## config.mk

```make
export PLATFORM = sky130hd
export DESIGN_NAME = nibble_serial_adder
export DESIGN_NICKNAME = d
export VERILOG_FILES = /design/src/rtl/adder_pkg.sv /design/src/rtl/cla.sv /design/src/rtl/nibble_serial_adder.sv
export SDC_FILE = /design/constraint.sdc
export NUM_CORES = 1
export LEC_CHECK = 0
export BUFFER_PORTS_ARGS = -buffer_cell sky130_fd_sc_hd__buf_2
export CORE_MARGIN = 2
export CORE_UTILIZATION = 35
export DETAILED_ROUTE_END_ITERATION = 10
export PLACE_DENSITY = 0.56
export SYNTH_ARGS = -nofsm -noshare
export SYNTH_HDL_FRONTEND = slang
export SYNTH_SLANG_ARGS = --single-unit
export TNS_END_PERCENT = 50
```

## constraint.sdc

```tcl
create_clock -name clk -period 3.4 [get_ports clk]
set_input_delay 0.17 -clock clk [delete_from_list [all_inputs] [get_ports clk]]
set_output_delay 0.17 -clock clk [all_outputs]
set_load 0.02 [all_outputs]
```

## src/rtl/adder_pkg.sv

```systemverilog
// adder_pkg: shared definitions for the nibble-serial adder slice.
//   state_t  : controller state encoding (IDLE, RUN, DONE)
//   NIBBLE_W : width of the arithmetic core slice, in bits
package adder_pkg;

   localparam int unsigned NIBBLE_W = 4;

   typedef enum logic [1:0] {
      IDLE = 2'd0,
      RUN  = 2'd1,
      DONE = 2'd2
   } state_t;

endpackage

```

## src/rtl/cla.sv

```systemverilog
// cla: 4-bit carry-lookahead adder, purely combinational.
//   a, b : 4-bit addends
//   cin  : carry in
//   sum  : a + b + cin (low 4 bits)
//   cout : carry out of bit 3
module cla (
   input  logic [3:0] a,
   input  logic [3:0] b,
   input  logic       cin,
   output logic [3:0] sum,
   output logic       cout
);

   logic [3:0] g;
   logic [3:0] p;
   logic [4:0] c;

   always_comb begin
      g    = a & b;
      p    = a ^ b;
      c[0] = cin;
      // Each carry is expanded from generate/propagate terms rather than rippled.
      c[1] = g[0] | (p[0] & c[0]);
      c[2] = g[1] | (p[1] & g[0]) | (p[1] & p[0] & c[0]);
      c[3] = g[2] | (p[2] & g[1]) | (p[2] & p[1] & g[0]) | (p[2] & p[1] & p[0] & c[0]);
      c[4] = g[3] | (p[3] & g[2]) | (p[3] & p[2] & g[1]) | (p[3] & p[2] & p[1] & g[0])
           | (p[3] & p[2] & p[1] & p[0] & c[0]);
      sum  = p ^ c[3:0];
      cout = c[4];
   end

endmodule

```

## src/rtl/nibble_serial_adder.sv

```systemverilog
// nibble_serial_adder: WIDTH-bit adder that pushes one nibble per clock
// through a single 4-bit cla, LSB nibble first, with a registered carry.
//   clk, rst             : clock, synchronous active-high reset
//   in_valid / in_ready  : operand handshake (a, b, cin latched on accept)
//   out_valid / out_ready: result handshake
//   sum, cout, ovf       : registered result, carry out, signed overflow
module nibble_serial_adder
   import adder_pkg::*;
#(
   parameter int unsigned WIDTH = 16
) (
   input  logic             clk,
   input  logic             rst,
   input  logic             in_valid,
   output logic             in_ready,
   input  logic [WIDTH-1:0] a,
   input  logic [WIDTH-1:0] b,
   input  logic             cin,
   output logic             out_valid,
   input  logic             out_ready,
   output logic [WIDTH-1:0] sum,
   output logic             cout,
   output logic             ovf
);

   localparam int unsigned NIB   = WIDTH / NIBBLE_W;
   localparam int unsigned IDX_W = (NIB > 1) ? $clog2(NIB) : 1;
   localparam logic [IDX_W-1:0] IDX_LAST = IDX_W'(NIB - 1);

   state_t               state_q, state_d;
   logic [IDX_W-1:0]     idx_q, idx_d;
   logic [WIDTH-1:0]     a_q, a_d;
   logic [WIDTH-1:0]     b_q, b_d;
   logic [WIDTH-1:0]     res_q, res_d;
   logic [WIDTH-1:0]     sum_q, sum_d;
   logic                 carry_q, carry_d;
   logic                 cout_q, cout_d;
   logic                 ovf_q, ovf_d;

   logic [NIBBLE_W-1:0]  cla_a, cla_b, cla_sum;
   logic                 cla_cout;
   logic                 accept;
   logic                 last_nib;

   cla u_cla (
      .a    (cla_a),
      .b    (cla_b),
      .cin  (carry_q),
      .sum  (cla_sum),
      .cout (cla_cout)
   );

   // State register
   always_ff @(posedge clk) begin
      if (rst) state_q <= IDLE;
      else     state_q <= state_d;
   end

   // Next-state logic
   always_comb begin
      state_d = state_q;
      case (state_q)
         IDLE:    if (accept)    state_d = RUN;
         RUN:     if (last_nib)  state_d = DONE;
         DONE:    if (out_ready) state_d = IDLE;
         default:                state_d = IDLE;
      endcase
   end

   // Handshake outputs; rst gating keeps both low during any reset cycle.
   always_comb begin
      in_ready  = (state_q == IDLE) & ~rst;
      out_valid = (state_q == DONE) & ~rst;
   end

   // Datapath
   always_comb begin
      accept   = in_valid & in_ready;
      last_nib = (idx_q == IDX_LAST);
      cla_a    = a_q[idx_q*NIBBLE_W +: NIBBLE_W];
      cla_b    = b_q[idx_q*NIBBLE_W +: NIBBLE_W];

      idx_d   = idx_q;
      a_d     = a_q;
      b_d     = b_q;
      res_d   = res_q;
      carry_d = carry_q;
      sum_d   = sum_q;
      cout_d  = cout_q;
      ovf_d   = ovf_q;

      if (accept) begin
         a_d     = a;
         b_d     = b;
         carry_d = cin;
         idx_d   = '0;
      end

      if (state_q == RUN) begin
         res_d[idx_q*NIBBLE_W +: NIBBLE_W] = cla_sum;
         carry_d = cla_cout;
         if (last_nib) begin
            idx_d = '0;
            // res_q is a scratch accumulator; the visible result is copied
            // out only on DONE entry so sum/cout/ovf stay stable while busy.
            sum_d  = res_d;
            cout_d = cla_cout;
            ovf_d  = (a_q[WIDTH-1] == b_q[WIDTH-1]) & (res_d[WIDTH-1] != a_q[WIDTH-1]);
         end else begin
            idx_d = idx_q + 1'b1;
         end
      end
   end

   always_ff @(posedge clk) begin
      if (rst) begin
         idx_q   <= '0;
         a_q     <= '0;
         b_q     <= '0;
         res_q   <= '0;
         carry_q <= 1'b0;
         sum_q   <= '0;
         cout_q  <= 1'b0;
         ovf_q   <= 1'b0;
      end else begin
         idx_q   <= idx_d;
         a_q     <= a_d;
         b_q     <= b_d;
         res_q   <= res_d;
         carry_q <= carry_d;
         sum_q   <= sum_d;
         cout_q  <= cout_d;
         ovf_q   <= ovf_d;
      end
   end

   always_comb begin
      sum  = sum_q;
      cout = cout_q;
      ovf  = ovf_q;
   end

endmodule

```

==> results.json <==
{
  "status": "finished, final reports clean",
  "wl_mm": 7.24,
  "drive_above_1_share_pct": 24.3,
  "synth_largest_area_cell": "dfxtp_1",
  "cts_tree": "done",
  "die_area_um2": 10100,
  "setup_tns_ns": 0,
  "worst_setup_path_end_kind": "flip-flop",
  "maxSlewHeadroom_pct": 32.6,
  "ant_nets": 0,
  "finalSetupViolations": 0,
  "power_mw": 1.77,
  "leakage_nw": 1.43,
  "r2r_cells": 7,
  "syn_inst": 355,
  "yosysUniqueCellTypes": 41,
  "worstPathMaxFanout": 8,
  "io_pins": 57,
  "n_antenna_cell": 0,
  "synth_seq_cells": 71,
  "numCtsBuffers": 9,
  "drc": 0,
  "grt_max_degree": 73,
  "layout.nets": 450,
  "clock_skew_ns": 0.0134,
  "grt_pass1_vias": 2515,
  "crit_cells": 7,
  "max_freq_mhz": 371,
  "start_kind": "flip-flop",
  "finalWeightedCongestion": 0.734,
  "min_path_type": "primary input to flip-flop",
  "hold_depth": 3,
  "rows": 35,
  "clockPowerShare_pct": 34.9,
  "critPathTopFamily": "compound AO/OA/AOI/OAI gates",
  "die_height_um": 101,
  "routed_via_density": 4.97,
  "die_x_um": 101,
  "p_per_area_nw_per_um2": 467,
  "period_needed_ns": 2.69,
  "synthTopCellsByArea": "dfxtp_1, nand2b_1, mux4_2",
  "portBuffers": 56,
  "intPower_mw": 1.27,
  "overflow": 0,
  "clock_path_buffers": 2,
  "grt_antenna_before_repair": 0,
  "post-cts-setup-buffer-count": 0,
  "crit_path_max_incr_delay_ns": 0.61,
  "maxCapViolCount": 0,
  "cp.arrival_ns": 2.94,
  "htree_levels": 3,
  "drt_iter0_markers": 99,
  "drt_first_pass_iters": 4,
  "synth_seq_area_share_pct": 43.5,
  "syn2layout_area_growth_pct": 16.0,
  "slew_viol_final": 0,
  "start_util_pct": 35.7,
  "cts.sinks": 71,
  "yosys-top-cells-count": "dfxtp_1, nand2_1, nor2_1, nand2b_1, o21ai_0",
  "yosysMostFrequentCell": "dfxtp_1",
  "worst-slew-pin-transition_ns": 1.01,
  "worst_path_max_delay_cell": "dfxtp_1",
  "synth.top_cell.area_share_pct": 43.5,
  "ir_drop_mv": 0.196,
  "postSynth.asyncResetShare_pct": 0,
  "synth-edff-count": 0,
  "insertion_delay_ns": 0.35,
  "rsz0062_at_grt": "no",
  "grt_pass1_wl_mm": 11.9,
  "grt_use_total_pct": 15.0,
  "yosysWarningCount": 0,
  "power_frac_comb_pct": 13.9,
  "ys.flop_type": "dfxtp_1",
  "swShare_pct": 28.6,
  "wl_per_cell_um": 14.0,
  "hold_violations": 0,
  "hpwlAfterDp_mm": 4.95,
  "regToRegSetupSlack_ns": 0.71,
  "syn_area_um2": 3270,
  "crit_type": "flip-flop to flip-flop",
  "clockRootBuffer": "clkbuf_8",
  "syn_avg_cell_area_um2": 9.21,
  "core_area_um2": 9150,
  "p_sw_mw": 0.507,
  "crit_chain": "mux4_2, ha_1, a21o_1, a21oi_1, xnor2_1, nand2_1, a311oi_1",
  "clk_pin_slew_ns": 0.08,
  "via_count": 2574,
  "synth_nets": 403,
  "critPathBufInv": 0,
  "required_ns": 3.65,
  "period_share_pct": 79.2,
  "pwr-share-seq_pct": 51.1
}
## layout make-up
class | count | area [µm²]
multi-input cells | 248 | 1690
clock buffers | 10 | 138
fillers | 933 | 5360
repair buffers | 61 | 320
well taps | 111 | 139
flip-flops and latches | 71 | 1420
clock inverters | 6 | 45.0
inverters | 11 | 41.3
## final timing paths
path	start	to
worst min-delay path	b[15]	b_q[15]$_SDFFE_PP0P_
worst max register to register	idx_q[0]$_SDFFE_PP0P_	res_q[14]$_SDFFE_PP0P_
worst min register to register	b_q[0]$_SDFFE_PP0P_	b_q[0]$_SDFFE_PP0P_
worst max-delay path	idx_q[0]$_SDFFE_PP0P_	res_q[14]$_SDFFE_PP0P_
## worst register-to-register path: stages (launching register included)
cell and delay [ns]:
dfxtp_1 0.61, mux4_2 0.59, ha_1 0.34, a21o_1 0.18, a21oi_1 0.18, xnor2_1 0.27, nand2_1 0.15, a311oi_1 0.29
## power by group through the flow
| stage | Sequential [mW] | Combinational [mW] | Clock, mW |
|---|---|---|---|
| final | 0.906 | 0.247 | 0.619 |
| after detailed placement | 0.927 | 0.248 | 0 |
| after floorplan | 0.914 | 0.190 | 0 |
| after CTS | 0.908 | 0.249 | 0.638 |
| after global placement | 0.926 | 0.244 | 0 |
| after global routing | 0.913 | 0.277 | 0.668 |
## state kept, by name, indices dropped and copies added, names as in the netlist, 2 cells and up
name and count:
state_q 2, idx_q 2, b_q 16, sum 16, res_q 16, a_q 16
## layout by cell type (no fill, tap or decap), drive strengths merged, types with 2 or more instances in the layout
master    instances
dfxtp            71
buf              60
nand2            45
nor2             38
nand2b           34
o21ai            33
a211oi           22
inv              12
ha               10
clkbuf           10
nor3              9
mux4              8
a22oi             7
a21oi             7
a311oi            7
a32oi             4
a221oi            3
clkinvlp          3
nor4b             2
a31oi             2
xnor2             2
nor2b             2
and2              2
a21o              2
clkinv            2
## stage by stage
step / instances / util, % / cell area (µm²) / setup WS, ns / hold WS, ns
4_1_cts: 518 / 41.4 / 3790 / 0.665 / 0.00186
3_5_place_dp: 501 / 39.3 / 3600 / 0.670 / 0.367
3_3_place_gp: 501 / 39.3 / 3600 / 0.773 / 0.363
5_1_grt: 518 / 41.4 / 3790 / 0.458 / 0.0157
2_1_floorplan: 355 / - / 3270 / 0.897 / 0.279
6_report: 518 / 41.4 / 3790 / 0.707 / 0.0158
## cell families after synthesis
group / share of synthesized area [%]
adder cells (fa/ha/maj): 4.44
buffers and inverters: 4.94
AND/OR/NAND/NOR: 21.0
XOR/XNOR: 1.38
flip-flops: 43.5
AO/OA/AOI/OAI: 18.9
multiplexers: 5.81
## layer usage
layer / vias up / part of all wire, % / global-route usage [%] / wire length [µm]
li1: 1338 / - / - / -
met1: 1176 / 48 / 19.3 / 3450
met2: 49 / 47 / 24.6 / 3440
met3: 11 / 3.5 / 3.05 / 252
met4: 0 / 1.5 / 6.01 / 106
met5: - / 0 / 0 / 0
## repair_timing
item                                   in CTS  in global routing
endpoints found under the hold margin       1                  0
gates resized for setup                     0                  0
hold buffers                                1                  0
No activity file was read; power rests on OpenSTA's default activity.
